## config.mk

```make
export PLATFORM = sky130hd
export DESIGN_NAME = noc_switch_traversal_flat
export DESIGN_NICKNAME = d
export VERILOG_FILES = /design/src/rtl/noc_switch_traversal_pkg.sv /design/src/rtl/noc_switch_traversal_if.sv /design/src/rtl/noc_switch_traversal_credit.sv /design/src/rtl/noc_switch_traversal.sv /design/src/flat_wrapper.sv
export SDC_FILE = /design/constraint.sdc
export NUM_CORES = 1
export LEC_CHECK = 0
export ABC_AREA = 1
export BUFFER_PORTS_ARGS = -buffer_cell sky130_fd_sc_hd__buf_4
export CORE_ASPECT_RATIO = 0.5
export CORE_MARGIN = 5
export CORE_UTILIZATION = 35
export DETAILED_ROUTE_END_ITERATION = 10
export PLACE_DENSITY = 0.64
export SLEW_MARGIN = 5
export SYNTH_ARGS = -nofsm -noshare
export SYNTH_HDL_FRONTEND = slang
export SYNTH_SLANG_ARGS = --single-unit
```

## constraint.sdc

```tcl
create_clock -name clk -period 6.4 [get_ports clk]
set_input_delay 0.96 -clock clk [delete_from_list [all_inputs] [get_ports clk]]
set_output_delay 0.96 -clock clk [all_outputs]
set_load 0.1 [all_outputs]
```

## src/rtl/noc_switch_traversal_pkg.sv

```systemverilog
// Shared port encoding and XY routing helpers
// for the 5-port mesh router.
package noc_pkg;

   localparam int P_N = 4;
   localparam int P_S = 3;
   localparam int P_E = 2;
   localparam int P_W = 1;
   localparam int P_L = 0;
   localparam int NPORT = 5;

   typedef logic [4:0] port_oh_t;

   function automatic port_oh_t xy_route(
      input int dx,
      input int dy,
      input int my_x,
      input int my_y
   );
      port_oh_t r;
      r = '0;
      if (dx > my_x) r[P_E] = 1'b1;
      else if (dx < my_x) r[P_W] = 1'b1;
      else if (dy > my_y) r[P_S] = 1'b1;
      else if (dy < my_y) r[P_N] = 1'b1;
      else r[P_L] = 1'b1;
      return r;
   endfunction

   function automatic logic is_onehot(input port_oh_t v);
      int n;
      n = 0;
      for (int k = 0; k < NPORT; k++) n += int'(v[k]);
      return n == 1;
   endfunction

endpackage

```

## src/rtl/noc_switch_traversal_if.sv

```systemverilog
// Input-buffer, arbiter-turn, credit and output-link
// signals of the switch traversal stage.
interface noc_switch_traversal_if #(
   parameter int DATA_W = 32
);
   logic [4:0]          in_valid_i;
   logic [5*DATA_W-1:0] in_flit_i;
   logic [4:0]          in_pop_o;
   logic [4:0]          N_turn_i;
   logic [4:0]          S_turn_i;
   logic [4:0]          E_turn_i;
   logic [4:0]          W_turn_i;
   logic [4:0]          L_turn_i;
   logic [4:0]          credit_ret_i;
   logic [4:0]          out_valid_o;
   logic [5*DATA_W-1:0] out_flit_o;
   logic [4:0]          err_uturn_o;

   modport slave (
      input  in_valid_i, in_flit_i,
      input  N_turn_i, S_turn_i, E_turn_i, W_turn_i, L_turn_i,
      input  credit_ret_i,
      output in_pop_o, out_valid_o, out_flit_o, err_uturn_o
   );

   modport master (
      output in_valid_i, in_flit_i,
      output N_turn_i, S_turn_i, E_turn_i, W_turn_i, L_turn_i,
      output credit_ret_i,
      input  in_pop_o, out_valid_o, out_flit_o, err_uturn_o
   );
endinterface

```

## src/rtl/noc_switch_traversal_credit.sv

```systemverilog
// Per-output downstream credit counter; saturates at
// the downstream buffer depth.
module noc_credit_counter #(
   parameter int CREDITS = 4,
   localparam int CW = $clog2(CREDITS + 1)
) (
   input  logic          clk,
   input  logic          rst,
   input  logic          consume_i,
   input  logic          ret_i,
   output logic          has_credit_o,
   output logic [CW-1:0] count_o
);

   localparam logic [CW-1:0] FULL = CW'(CREDITS);

   logic [CW-1:0] cnt_d, cnt_q;

   always_comb begin
      cnt_d = cnt_q;
      if (consume_i && !ret_i)
         cnt_d = cnt_q - 1'b1;
      else if (ret_i && !consume_i && cnt_q != FULL)
         cnt_d = cnt_q + 1'b1;
   end

   always_ff @(posedge clk) begin
      if (rst) cnt_q <= FULL;
      else     cnt_q <= cnt_d;
   end

   assign has_credit_o = cnt_q != '0;
   assign count_o      = cnt_q;

   // A return with no free slot downstream means a protocol bug there.
   a_no_overflow: assert property (@(posedge clk) disable iff (rst)
      !(ret_i && !consume_i && cnt_q == FULL));

endmodule

```

## src/rtl/noc_switch_traversal.sv

```systemverilog
// Switch traversal: XY route, turn/credit grant, pop
// and register each granted head flit onto its link.
module noc_switch_traversal
   import noc_pkg::*;
#(
   parameter int DATA_W  = 32,
   parameter int COORD_W = 2,
   parameter int MY_X    = 1,
   parameter int MY_Y    = 1,
   parameter int CREDITS = 4
) (
   input logic                    clk,
   input logic                    rst,
   noc_switch_traversal_if.slave  bus
);

   localparam int CW = $clog2(CREDITS + 1);

   port_oh_t turn  [NPORT];
   port_oh_t route [NPORT];

   logic [4:0]             uturn;
   logic [4:0]             pop;
   logic [4:0]             has_credit;
   logic [4:0]             consume;
   logic [4:0][4:0]        grant;
   logic [4:0]             out_valid_d, out_valid_q;
   logic [4:0]             err_d, err_q;
   logic [4:0][DATA_W-1:0] flit_d, flit_q;
   logic [CW-1:0]          credit_cnt [NPORT];

   assign turn[P_N] = bus.N_turn_i;
   assign turn[P_S] = bus.S_turn_i;
   assign turn[P_E] = bus.E_turn_i;
   assign turn[P_W] = bus.W_turn_i;
   assign turn[P_L] = bus.L_turn_i;

   always_comb begin
      for (int i = 0; i < NPORT; i++) begin
         route[i] = xy_route(
            int'(bus.in_flit_i[i*DATA_W + DATA_W - 1 -: COORD_W]),
            int'(bus.in_flit_i[i*DATA_W + DATA_W - 1 - COORD_W -: COORD_W]),
            MY_X, MY_Y);
         uturn[i] = bus.in_valid_i[i] && route[i][i];
      end
   end

   always_comb begin
      grant   = '0;
      consume = '0;
      flit_d  = flit_q;
      for (int o = 0; o < NPORT; o++) begin
         for (int i = 0; i < NPORT; i++) begin
            grant[o][i] = is_onehot(turn[o]) && turn[o][i]
                       && bus.in_valid_i[i] && route[i][o]
                       && (o != i) && has_credit[o];
            if (grant[o][i])
               flit_d[o] = bus.in_flit_i[i*DATA_W +: DATA_W];
         end
         consume[o] = |grant[o];
      end
   end

   always_comb begin
      pop = uturn;
      for (int o = 0; o < NPORT; o++) pop |= grant[o];
      out_valid_d = consume;
      err_d       = uturn;
   end

   always_ff @(posedge clk) begin
      if (rst) begin
         out_valid_q <= '0;
         err_q       <= '0;
         flit_q      <= '0;
      end else begin
         out_valid_q <= out_valid_d;
         err_q       <= err_d;
         flit_q      <= flit_d;
      end
   end

   for (genvar o = 0; o < NPORT; o++) begin : g_cc
      noc_credit_counter #(.CREDITS(CREDITS)) u_cc (
         .clk          (clk),
         .rst          (rst),
         .consume_i    (consume[o]),
         .ret_i        (bus.credit_ret_i[o]),
         .has_credit_o (has_credit[o]),
         .count_o      (credit_cnt[o])
      );
   end

   assign bus.in_pop_o    = rst ? '0 : pop;
   assign bus.out_valid_o = out_valid_q;
   assign bus.out_flit_o  = flit_q;
   assign bus.err_uturn_o = err_q;

endmodule

```

## src/flat_wrapper.sv

```systemverilog
// flat-port wrapper written by rule: the top's interface ports become plain ports
module noc_switch_traversal_flat import noc_pkg::*;
#(
   parameter int DATA_W  = 32,
   parameter int COORD_W = 2,
   parameter int MY_X    = 1,
   parameter int MY_Y    = 1,
   parameter int CREDITS = 4
)
  (clk, rst, bus_in_valid_i, bus_in_flit_i, bus_N_turn_i, bus_S_turn_i, bus_E_turn_i, bus_W_turn_i, bus_L_turn_i, bus_credit_ret_i, bus_in_pop_o, bus_out_valid_o, bus_out_flit_o, bus_err_uturn_o);
  noc_switch_traversal_if #(.DATA_W(DATA_W)) bus_i ();
  input logic clk;
  input logic rst;
  input wire logic [$bits(bus_i.in_valid_i)-1:0] bus_in_valid_i;
  input wire logic [$bits(bus_i.in_flit_i)-1:0] bus_in_flit_i;
  input wire logic [$bits(bus_i.N_turn_i)-1:0] bus_N_turn_i;
  input wire logic [$bits(bus_i.S_turn_i)-1:0] bus_S_turn_i;
  input wire logic [$bits(bus_i.E_turn_i)-1:0] bus_E_turn_i;
  input wire logic [$bits(bus_i.W_turn_i)-1:0] bus_W_turn_i;
  input wire logic [$bits(bus_i.L_turn_i)-1:0] bus_L_turn_i;
  input wire logic [$bits(bus_i.credit_ret_i)-1:0] bus_credit_ret_i;
  output wire logic [$bits(bus_i.in_pop_o)-1:0] bus_in_pop_o;
  output wire logic [$bits(bus_i.out_valid_o)-1:0] bus_out_valid_o;
  output wire logic [$bits(bus_i.out_flit_o)-1:0] bus_out_flit_o;
  output wire logic [$bits(bus_i.err_uturn_o)-1:0] bus_err_uturn_o;
  assign bus_i.in_valid_i = bus_in_valid_i;
  assign bus_i.in_flit_i = bus_in_flit_i;
  assign bus_i.N_turn_i = bus_N_turn_i;
  assign bus_i.S_turn_i = bus_S_turn_i;
  assign bus_i.E_turn_i = bus_E_turn_i;
  assign bus_i.W_turn_i = bus_W_turn_i;
  assign bus_i.L_turn_i = bus_L_turn_i;
  assign bus_i.credit_ret_i = bus_credit_ret_i;
  assign bus_in_pop_o = bus_i.in_pop_o;
  assign bus_out_valid_o = bus_i.out_valid_o;
  assign bus_out_flit_o = bus_i.out_flit_o;
  assign bus_err_uturn_o = bus_i.err_uturn_o;
  noc_switch_traversal #(.DATA_W(DATA_W), .COORD_W(COORD_W), .MY_X(MY_X), .MY_Y(MY_Y), .CREDITS(CREDITS)) u_core (.clk(clk), .rst(rst), .bus(bus_i));
endmodule
```

* Word-level counts from Yosys, hierarchy flattened
Index checks and enable logic that the tools add are counted.
** Word-level totals
- Bits of input ports :: 197
- Register bits :: 185
- Output and inout port bits :: 175
** Cells by class
- Mux-type cells :: 86
- $add $sub $neg :: 30
- $lt $le $gt $ge :: 20
- Reduce and logical (&&, ||, !) cells :: 130
- Bitwise logic cells :: 5
- Equal/unequal tests :: 10
** Operators by type and width (count)
- 2-to-1 mux 32 bit :: 20
- adder 32 x 2 -> 32 bit :: 15
- == test 32 x 2 -> 1 bit (second input constant) :: 5
- logical AND 1 bit :: 100
- 2-to-1 mux 1 bit :: 40
- 2-to-1 mux 2 bit :: 15
- 2-to-1 mux 3 bit :: 10
- > comparator 2 x 1 -> 1 bit (second input constant) :: 10
- less-than comparator 2 x 1 -> 1 bit (second input constant) :: 10
- bitwise OR 5 bit :: 4
- nonzero test 4 bit :: 5
- OR reduction 4 bit :: 5
- adder 3 x 1 -> 3 bit (second input constant) :: 5
- inequality test 3 bit (second input constant) :: 5
- nonzero test 3 bit :: 5
- subtractor 3 x 1 -> 3 bit (second input constant) :: 5
- adder 1 x 1 -> 2 bit :: 5
- zero test 1 bit :: 10
- nonzero test 2 bit :: 5
- 2-to-1 mux 5 bit :: 1
- bitwise OR 5 x 4 -> 5 bit :: 1

* Logic depth before layout (Yosys ltp)
Gate-level depths: netlist of the first run.
- Word-level depth :: 15
- Gate-level depth with buffers :: 23
- Gate-level depth less buffers :: 23

* Hierarchy
From an unflattened synthesis of the first run, not the netlist that was laid out.
** Unflattened totals
- Cells, all modules :: 2434
- Area total of the unflattened synthesis :: 13495.4 um^2
** By module, submodules not included
- noc_switch_traversal :: seq. area each 3403.3 um^2, cells an instance 2219, area each 12319.3 um^2, times used 1
- noc_credit_counter :: seq. area each 60.1 um^2, cells an instance 43, area each 235.2 um^2, times used 5

* Least setup slack after synthesis of the first run
No wires, ideal clock.
- Path kind :: input-to-output
- From :: in bus_W_turn_i[0]
- To :: out bus_in_pop_o[2]
- Slack :: 0.612 ns
- Cell stages on the path :: 14
- Buffers on the path :: 1
- Arrival time :: 4.828 ns
- Data required time :: 5.440 ns
- Cell sequence :: ha_1 inv_1 fa_1 inv_1 ha_1 fa_1 nor2_1 nand2_1 nor2_2 nand2_2 inv_2 buf_2 nor2_1 a41oi_1
** On the way
- Word-level cells in the longest chain between the ends :: 14
** RTL lines
- start, declared :: line flat_wrapper.sv:19 : input wire logic [$bits(bus_i.W_turn_i)-1:0] bus_W_turn_i;
- adder 1 x 1 -> 2 bit :: line noc_switch_traversal_pkg.sv:33 : for (int k = 0; k < NPORT; k++) n += int'(v[k]);
- adder 32 x 2 -> 32 bit (3 in a row) :: line noc_switch_traversal_pkg.sv:33
- == test 32 x 2 -> 1 bit :: line noc_switch_traversal_pkg.sv:34 : return n == 1;
- logical AND 1 bit :: line noc_switch_traversal.sv:54 : grant[o][i] = is_onehot(turn[o]) && turn[o][i]
- logical AND 1 bit (2 in a row) :: line noc_switch_traversal.sv:55 : && bus.in_valid_i[i] && route[i][o]
- logical AND 1 bit :: line noc_switch_traversal.sv:56 : && (o != i) && has_credit[o];
- bitwise OR 5 bit (3 in a row) :: line noc_switch_traversal.sv:66 : for (int o = 0; o < NPORT; o++) pop |= grant[o];
- bitwise OR 5 x 4 -> 5 bit :: line noc_switch_traversal.sv:66
- 2-to-1 mux 5 bit :: line noc_switch_traversal.sv:94 : assign bus.in_pop_o = rst ? '0 : pop;
- end, declared :: line flat_wrapper.sv:22 : output wire logic [$bits(bus_i.in_pop_o)-1:0] bus_in_pop_o;
No other way between the ends.

* Worst setup path after layout of the first run
- From :: in bus_N_turn_i[0]
- To :: out bus_in_pop_o[2]
** On the way
- Word-level cells in the longest chain between the ends :: 11
** RTL lines
- start, declared :: line flat_wrapper.sv:16 : input wire logic [$bits(bus_i.N_turn_i)-1:0] bus_N_turn_i;
- adder 1 x 1 -> 2 bit :: line noc_switch_traversal_pkg.sv:33
- adder 32 x 2 -> 32 bit (3 in a row) :: line noc_switch_traversal_pkg.sv:33
- == test 32 x 2 -> 1 bit :: line noc_switch_traversal_pkg.sv:34
- logical AND 1 bit :: line noc_switch_traversal.sv:54
- logical AND 1 bit (2 in a row) :: line noc_switch_traversal.sv:55
- logical AND 1 bit :: line noc_switch_traversal.sv:56
- bitwise OR 5 x 4 -> 5 bit :: line noc_switch_traversal.sv:66
- 2-to-1 mux 5 bit :: line noc_switch_traversal.sv:94
No other way between the ends.

==> impl.org, run 1 <==
** CTS
- Clock-pin transition on the worst setup and hold timing paths :: 0.07 ns
- The clock tree synthesis step divided the H-tree into 4 levels.
- Number of clock sinks :: 185
- Counting the buffers created by CTS gives 17.
- The clock passes through at most 2 buffers.
- For the worst-skew pair, the clock arrives at the later sink with an insertion delay of 0.46 ns.
- Buffers inserted to repair hold after CTS numbered 0.
- Clock tree from TritonCTS :: built
- The cell sitting at the root of the clock tree is a sky130_fd_sc_hd__clkbuf_16.
- Post-CTS sizing :: 0
- Setup repair bufs after CTS :: 0

** Global route
- The first global-routing pass estimated 84700 µm of wire.
- Via count of the first global-routing pass :: about 14000
- The initial antenna violation count came to 2.
- For this run, the total global-route usage over all layers was measured as 0.287.
- Maximum number of pins on one net before global-route repair :: 84
- Summed over all layers, the global routing overflow is 0.

** Routing
- The first detailed-routing pass took 6 iterations.
- Remaining DRCs :: 0
- After detailed routing, the number of vias per cell comes to 5.62.
- In the final routed layout, each cell accounts on average for 22.2 µm.
- Number of nets with antenna violations after routing :: 0
- Vias post-DR :: 14400
- Count of routing violations after the opening detailed-route iteration :: roughly 1800
- Wires add up to between 50000 and 60000 µm.

** Yosys
- Average instance area after synthesis :: 6.48 µm²
- Counting every net in the synthesized netlist gives approximately 2100.
- In the synthesized netlist, the number of instances is 1836.
- Among all flip-flop cells after synthesis, the most frequent one is sky130_fd_sc_hd__dfxtp_1.
- Yosys mapped a number of flops with a built-in enable equal to 0.
- In this run, distinct cell masters in the synthesized netlist total 39.
- After synthesis the cells add up to 11900 µm².
- Yosys warning total :: 0
- The share of the Yosys chip area taken by registers is 0.311.
- After synthesis, the share of flip-flops with an asynchronous set or reset is 0.
- In this run, synthesis produced a sequential element count of 185.

** Worst setup path
- Data on the critical path is required at its endpoint by 5.44 ns.
- Most prevalent standard cell on the critical path :: sky130_fd_sc_hd__inv_1
- Critical Path Start Type :: primary input
- Worst setup path startpoint :: bus_N_turn_i[0]
- The worst register-to-register path begins at u_core.g_cc[4].u_cc.count_o[0].
- The number of buffers and inverters on the critical path is 5.
- Slowest Stage Delay on Critical Path :: 0.48 ns
- End of the critical path :: bus_in_pop_o[2]
- Maximum fanout along the worst path :: 18
- Traced cell by cell, the critical path runs through buf_4 -> ha_1 -> inv_1 -> fa_1 -> inv_1 -> ha_1 -> fa_1 -> nor2_1 -> nand2_1 -> nor2_4 -> nand2_4 -> inv_1 -> nor2_1 -> a41oi_1 -> buf_4.
- The critical path runs through a total of 15 cells.
- Capturing element type of the critical path :: primary output
- Grouping stages by cell kind, the critical path spends the most delay in adder cells.
- R2R setup slack :: 3.25 ns
- R2r endpoint :: u_core.g_cc[4].u_cc.count_o[0]
- Category of the critical setup timing path :: in -> out
- Data on the critical path arrives at its endpoint at 4.45 ns.
- Count of cells along the worst register-to-register path :: 12
- For this design, the slowest cell found on the critical path is sky130_fd_sc_hd__fa_1.

** STA
- Final setup violation count :: 0
- Final period util :: 0.846
- Worst clock skew on the final layout :: 0.0109 ns
- Summed over all failing endpoints, the final setup total negative slack is 0 ns.
- Hold is met by 0.446 ns.
- Based on the critical path, the design can be clocked at up to ~0.18 GHz.
- Number of hold violations in the final report :: 0
- In this run the tightest slew margin relative to its limit is 0.178.
- The max-slew violation count is 0.
- Time the worst path needs with I/O delays and setup :: approximately 5.4 ns
- For the pin with the worst max-slew slack, the measured transition is 1.23 ns.
- Setup repair after global routing left no endpoint under its margin.

** Placement
- In this run, placement finished with an instance count of 2538.
- The congestion estimate from routability-driven global placement came to 0.909.
- Total of buffers placed on input and output ports :: 371
- HPWL after detailed placement :: 39200 µm

** Final layout
- Filler cells :: 3440
- Of the cells placed in the final design, the portion with a size suffix greater than 1 is 0.219.
- Commonest non-fill, non-tap cells in the layout :: 394 x sky130_fd_sc_hd__buf_4, 298 x sky130_fd_sc_hd__a21oi_1, 235 x sky130_fd_sc_hd__o21ai_0
- Count of non-filler cells in the finished layout :: 2571
- End-of-flow core utilization :: 0.463
- The net count of the finished layout is 2338.
- Relative to the synthesized area, the layout overhead comes to 29.5%.
- Leaving out fill and tap cells, the most frequent cell in the layout is sky130_fd_sc_hd__buf_4.

** Floorplanning
- Ports :: 372
- The core region is between 30000 and 40000 µm².
- Initial core utilization :: 0.357
- Floorplan row count :: 47
- The die is 140 µm tall.
- Full die area :: 38000 µm²
- Horizontal extent of the die :: approximately 270 µm

** Min path
- In this run the worst hold path is classified as reg -> reg.

** Flow run
- Across the run, the number of max-cap violations was 0.

** Power
- Power density over cell area :: 248 nW/µm²
- The analysis attributes to cell leakage a power of 7.59 nW.
- VDD sags by at most ~0.14 mV.

** Outcome
- Status :: finished, final reports clean
through the flow:
step	instance area (µm²)	worst slack [ns]	total power [mW]
2_1_floorplan	11900	0.612	2.30
3_3_place_gp	14800	1.15	2.70
3_5_place_dp	14800	1.07	2.71
4_1_cts	15400	1.06	3.80
5_1_grt	15400	0.803	3.97
6_report	15400	0.988	3.82
flip-flops by register name (all words and copies together), names as in the netlist:
signal,cells
u_core.bus.err_uturn_o,5
u_core.bus.out_flit_o,160
u_core.bus.out_valid_o,5
u_core.g_cc.u_cc.count_o,15
cell type report:
class                   instances  area [µm²]  share of cell area
diodes                          2        5.00            0.000325
clock buffers                  21         460              0.0299
clock inverters                10         120             0.00780
inverters                     223         838              0.0544
multi-input cells            1295        6760               0.439
flip-flops and latches        185        3700               0.240
well taps                     441         552              0.0358
repair buffers                394        2960               0.192
logic make-up (layout without fill, tap and decap cells):
kind of cell | Yosys count | in the layout | share of synthesized area
and+or+nand+nor | 561 | 561 | 0.207
AOI/OAI and AO/OA | 709 | 709 | 0.326
adders and majority gates | 25 | 25 | 0.0339
buffers and inverters | 356 | 648 | 0.123
DFF | 185 | 185 | 0.311
other | 0 | 2 | 0
synth_stat cells, types with 26 or more instances:
master,number,share of area
sky130_fd_sc_hd__nand3_1,51,0.021
sky130_fd_sc_hd__a22o_1,28,0.021
sky130_fd_sc_hd__o21ai_0,235,0.099
sky130_fd_sc_hd__clkbuf_1,65,0.021
sky130_fd_sc_hd__o21ai_1,40,0.017
sky130_fd_sc_hd__dfxtp_1,185,0.31
sky130_fd_sc_hd__nor3_1,105,0.044
sky130_fd_sc_hd__o21bai_1,26,0.016
sky130_fd_sc_hd__buf_2,54,0.023
sky130_fd_sc_hd__inv_1,214,0.068
sky130_fd_sc_hd__nand2_1,210,0.066
sky130_fd_sc_hd__o22ai_1,49,0.026
sky130_fd_sc_hd__a21oi_1,298,0.13
sky130_fd_sc_hd__nor2_1,165,0.052
worst register-to-register path: cells and delay by family (launching register included):
| family | cells | cell delay [ns] |
|---|---|---|
| buf+inv | 3 | 1.02 |
| simple gates | 9 | 1.70 |
| flops | 1 | 0.33 |
metal layers:
metal	routed length, µm	share of wire	global-route usage
met5	0	0	0
met4	2750	0.048	0.133
met3	5860	0.10	0.0694
met2	26200	0.46	0.468
met1	22200	0.39	0.361
where the power goes:
| part | switching [mW] | internal, mW | leakage, nW | total (mW) |
|---|---|---|---|---|
| clock network | 0.510 | 0.596 | 0.268 | 1.11 |
| logic | 1.02 | 0.365 | 5.83 | 1.38 |
| registers | 0.0794 | 1.25 | 1.50 | 1.33 |
| total | 1.61 | 2.21 | 7.59 | 3.82 |
worst min-delay path by stage:
| stage | from | to | slack [ns] | cells after the start |
|---|---|---|---|---|
| after detailed placement | u_core.bus.out_flit_o[127] | u_core.bus.out_flit_o[127] | 0.43 | 2 |
| after floorplan | u_core.g_cc[1].u_cc.count_o[0] | u_core.g_cc[1].u_cc.count_o[0] | 0.46 | 1 |
| after CTS | u_core.bus.out_flit_o[127] | u_core.bus.out_flit_o[127] | 0.44 | 2 |
| after global placement | u_core.bus.out_flit_o[29] | u_core.bus.out_flit_o[29] | 0.43 | 2 |
| after global routing | u_core.bus.out_flit_o[63] | u_core.bus.out_flit_o[63] | 0.46 | 2 |
| final | u_core.bus.out_flit_o[127] | u_core.bus.out_flit_o[127] | 0.45 | 2 |
(Power assumes the default switching activity.)
==> inputs of run 2 (changes only) <==
--- a/config.mk
+++ b/config.mk
@@ -11,7 +11,7 @@
 export CORE_MARGIN = 5
 export CORE_UTILIZATION = 35
 export DETAILED_ROUTE_END_ITERATION = 10
-export PLACE_DENSITY = 0.64
+export PLACE_DENSITY = 0.67
 export SLEW_MARGIN = 5
 export SYNTH_ARGS = -nofsm -noshare
 export SYNTH_HDL_FRONTEND = slang
==> constraint.sdc (replaced) <==
create_clock -name clk -period 4.75 [get_ports clk]
set_input_delay 0.7125 -clock clk [delete_from_list [all_inputs] [get_ports clk]]
set_output_delay 0.7125 -clock clk [all_outputs]
set_load 0.1 [all_outputs]
==> impl.org, run 2 (synthesized netlist as in run 1, its figures left out) <==
** Floorplanning
- The effective utilization at floorplan was 0.357 (unchanged).
- Full die area :: 38000 µm² (unchanged)
- The horizontal die dimension came to 271 µm (unchanged).
- The core area is 33300 µm² (unchanged).
- Die extent in y :: 140 µm (unchanged)
- Floorplan row count :: 47 (unchanged)
- Ports :: 372 (unchanged)

** STA
- Time the worst path needs with I/O delays and setup :: 4.24 ns
- The sum of negative setup slack came to 0 ns (unchanged).
- Number of hold violations in the final report :: 0 (unchanged)
- Normalized max-slew margin :: 0.190 (was 0.178)
- Least-Margin Pin Slew :: 1.22 ns (was 1.23 ns)
- For this run, the top clock speed supported by timing is 0.236 GHz.
- The max-slew violation count came to 0 (unchanged).
- Worst clock skew on the final layout :: 0.00873 ns (was 0.0109 ns)
- Unrepaired setup endpoints after global routing :: no (unchanged)
- In the finished design, the share of the clock period the worst path needs comes to 0.893.
- Final setup violation count :: 0 (unchanged)
- PnR worst setup slack :: 0.507 ns (was 0.988 ns)

** Routing
- Vias post-DR :: 14800 (was 14400)
- The number of antenna-violating nets in the routed design was 0 (unchanged).
- Remaining DRCs :: 0 (unchanged)
- Via-per-instance ratio :: 5.70 (was 5.62)
- Count of routing violations after the opening detailed-route iteration :: 2144 (was 1811)
- The iteration count of the initial detailed-routing pass was 7 (was 6).
- The total wire length after detailed routing was 58800 µm (was 57000 µm).
- The average wire length per cell after detail routing is 22.6 µm (was 22.2 µm).

** Final layout
- Proportion of layout cells with a drive suffix above 1 :: 0.230 (was 0.219)
- Final Cell Area :: 15600 µm² (was 15400 µm²)
- Area overhead of the layout relative to synthesis :: 31.2% (was 29.5%)
- The post-layout net count is 2357 (was 2338).
- Flip-flop count of the largest register, all copies and words added :: 160 (unchanged)
- Commonest non-fill, non-tap cells in the layout :: 410 x sky130_fd_sc_hd__buf_4, 296 x sky130_fd_sc_hd__a21oi_1, 235 x sky130_fd_sc_hd__o21ai_0 (was 394 x sky130_fd_sc_hd__buf_4, 298 x sky130_fd_sc_hd__a21oi_1, 235 x sky130_fd_sc_hd__o21ai_0)
- The leading cell type in the layout, fill and taps excluded is sky130_fd_sc_hd__buf_4 (unchanged).

** CTS
- Number of clock sinks :: 185 (unchanged)
- The clock root buffer is sky130_fd_sc_hd__clkbuf_16 (unchanged).
- The post-CTS setup-driven buffer insertion count is 0 (unchanged).
- Number of levels the H-tree was split into :: 4 (unchanged)
- The source-to-sink clock delay at the later pin of the worst-skew pair is 0.47 ns (was 0.46 ns).
- The TritonCTS clock tree is built (unchanged).
- The buffer levels on the longest clock path came to 2 (unchanged).
- Number of hold buffers added after cts :: 0 (unchanged)
- The clock-pin transition on the worst setup and hold timing paths is 0.08 ns (was 0.07 ns).
- Post-CTS sizing :: 0 (unchanged)
- TritonCTS Buffers :: 17 (unchanged)

** Power
- Power density over cell area :: 332 nW/µm² (was 248 nW/µm²)
- Lkg Pwr :: 7.71 nW (was 7.59 nW)
- The sum of internal, switching and leakage power came to 5.18 mW (was 3.82 mW).
- Peak supply drop :: 0.244 mV (was 0.142 mV)

** Placement
- Total of buffers placed on input and output ports :: 371 (unchanged)
- Total placed instance area :: 15000 µm² (was 14800 µm²)
- HPWL after detailed placement :: 40300 µm (was 39200 µm)
- The worst setup timing slack at the placement stage came to 0.517 ns (was 1.07 ns).
- The routability congestion estimate is 0.938 (was 0.909).

** Min path
- The worst min-delay path class is reg -> reg (unchanged).

** Global route
- The number of global-route vias before repair came to 14000 (was 13700).
- The largest net degree at the start of global routing came to 115 (was 84).
- First-pass GRT wire length :: 86500 µm (was 84700 µm)
- Remaining global-route overflow :: 0 (unchanged)
- Total routing usage reported by global routing :: 0.295 (was 0.287)
- The initial antenna violation count is 5 (was 2).

** Worst setup path
- Arrival time of the worst setup path :: 3.53 ns (was 4.45 ns)
- End of the critical path :: bus_in_pop_o[1] (was bus_in_pop_o[2])
- The worst-case reg-to-reg path depth was 8 (was 12).
- The critical path class was in -> out (unchanged).
- Maximum fanout along the worst path :: 6 (was 18)
- The critical path capture point type is a primary output (unchanged).
- The critical path startpoint category is a primary input (unchanged).
- R2R setup slack :: 2.20 ns (was 3.25 ns)
- Startpoint of the lowest-slack register-to-register path :: u_core.g_cc[1].u_cc.count_o[0] (was u_core.g_cc[4].u_cc.count_o[0])
- The endpoint of the worst-slack reg-to-reg timing path is u_core.bus.out_flit_o[60] (was u_core.g_cc[4].u_cc.count_o[0]).
- Required time worst endpoint :: 4.04 ns (was 5.44 ns)
- The first element of the critical path is bus_S_turn_i[0] (was bus_N_turn_i[0]).

** Flow run
- Total of max-cap violations :: 0 (unchanged)

** Outcome
- Status :: finished, final reports clean (unchanged)
run 2: cell count changes in the layout (fill, tap and decap cells not counted), moves of 2 or more:
cell                       previous run  this run
sky130_fd_sc_hd__buf_4              394       410
sky130_fd_sc_hd__buf_12               0         3
sky130_fd_sc_hd__diode_2              2         5
sky130_fd_sc_hd__a21oi_1            298       296
sky130_fd_sc_hd__a21oi_2              0         2
sky130_fd_sc_hd__a41oi_1              2         0
sky130_fd_sc_hd__a41oi_2              0         2
sky130_fd_sc_hd__clkbuf_8             2         0
sky130_fd_sc_hd__clkinv_2             2         4
sky130_fd_sc_hd__inv_6                1         3
run 2: per-layer routing:
metal  up-vias  share of wire  track usage
met2       991           0.46        0.469
li1       6816              -            -
met1      6781           0.38        0.361
met3       207           0.11       0.0841
met5         -              0            0
met4         0          0.057        0.163
run 2: how the worst min path moves through the flow:
stage | startpoint | slack [ns] | depth (start not counted) | end
after floorplan | u_core.g_cc[1].u_cc.count_o[0] | 0.46 | 1 | u_core.g_cc[1].u_cc.count_o[0]
after global placement | u_core.bus.out_flit_o[31] | 0.43 | 2 | u_core.bus.out_flit_o[31]
after detailed placement | u_core.bus.out_flit_o[127] | 0.43 | 2 | u_core.bus.out_flit_o[127]
after CTS | u_core.bus.out_flit_o[127] | 0.44 | 2 | u_core.bus.out_flit_o[127]
after global routing | u_core.bus.out_flit_o[29] | 0.47 | 2 | u_core.bus.out_flit_o[29]
final | u_core.bus.out_flit_o[127] | 0.44 | 2 | u_core.bus.out_flit_o[127]
run 2: worst max-delay path, stage by stage:
cell	delay (ns)
sky130_fd_sc_hd__buf_4	0.11
sky130_fd_sc_hd__ha_1	0.26
sky130_fd_sc_hd__inv_1	0.05
sky130_fd_sc_hd__fa_1	0.47
sky130_fd_sc_hd__inv_1	0.04
sky130_fd_sc_hd__ha_1	0.19
sky130_fd_sc_hd__fa_1	0.44
sky130_fd_sc_hd__nor2_1	0.11
sky130_fd_sc_hd__nand2_1	0.07
sky130_fd_sc_hd__nor2_2	0.28
sky130_fd_sc_hd__nand2_2	0.10
sky130_fd_sc_hd__a41oi_2	0.33
sky130_fd_sc_hd__buf_4	0.36
run 2: where the power goes:
| part | leakage, nW | switching (mW) | internal (mW) |
|---|---|---|---|
| clock network | 0.273 | 0.715 | 0.779 |
| registers | 1.50 | 0.105 | 1.68 |
| logic | 5.94 | 1.39 | 0.506 |
| total | 7.71 | 2.21 | 2.97 |
run 2: final cells by class:
type	count	area [µm²]
Multi-Input combinational cell	1295	6790
Fill cell	3466	17700
Clock buffer	18	429
Sequential cell	185	3700
Timing Repair Buffer	413	3140
Inverter	223	838
Antenna cell	5	12.5
Clock inverter	14	149
Tap cell	441	552
run 2: stage by stage:
step / utilization / instances / hold WS (ns)
finish: 0.469 / 2594 / 0.442
global route: 0.469 / 2594 / 0.471
CTS: 0.469 / 2589 / 0.442
detailed placement: 0.451 / 2557 / 0.429
global placement: 0.451 / 2557 / 0.427
floorplan: - / 1836 / 0.459
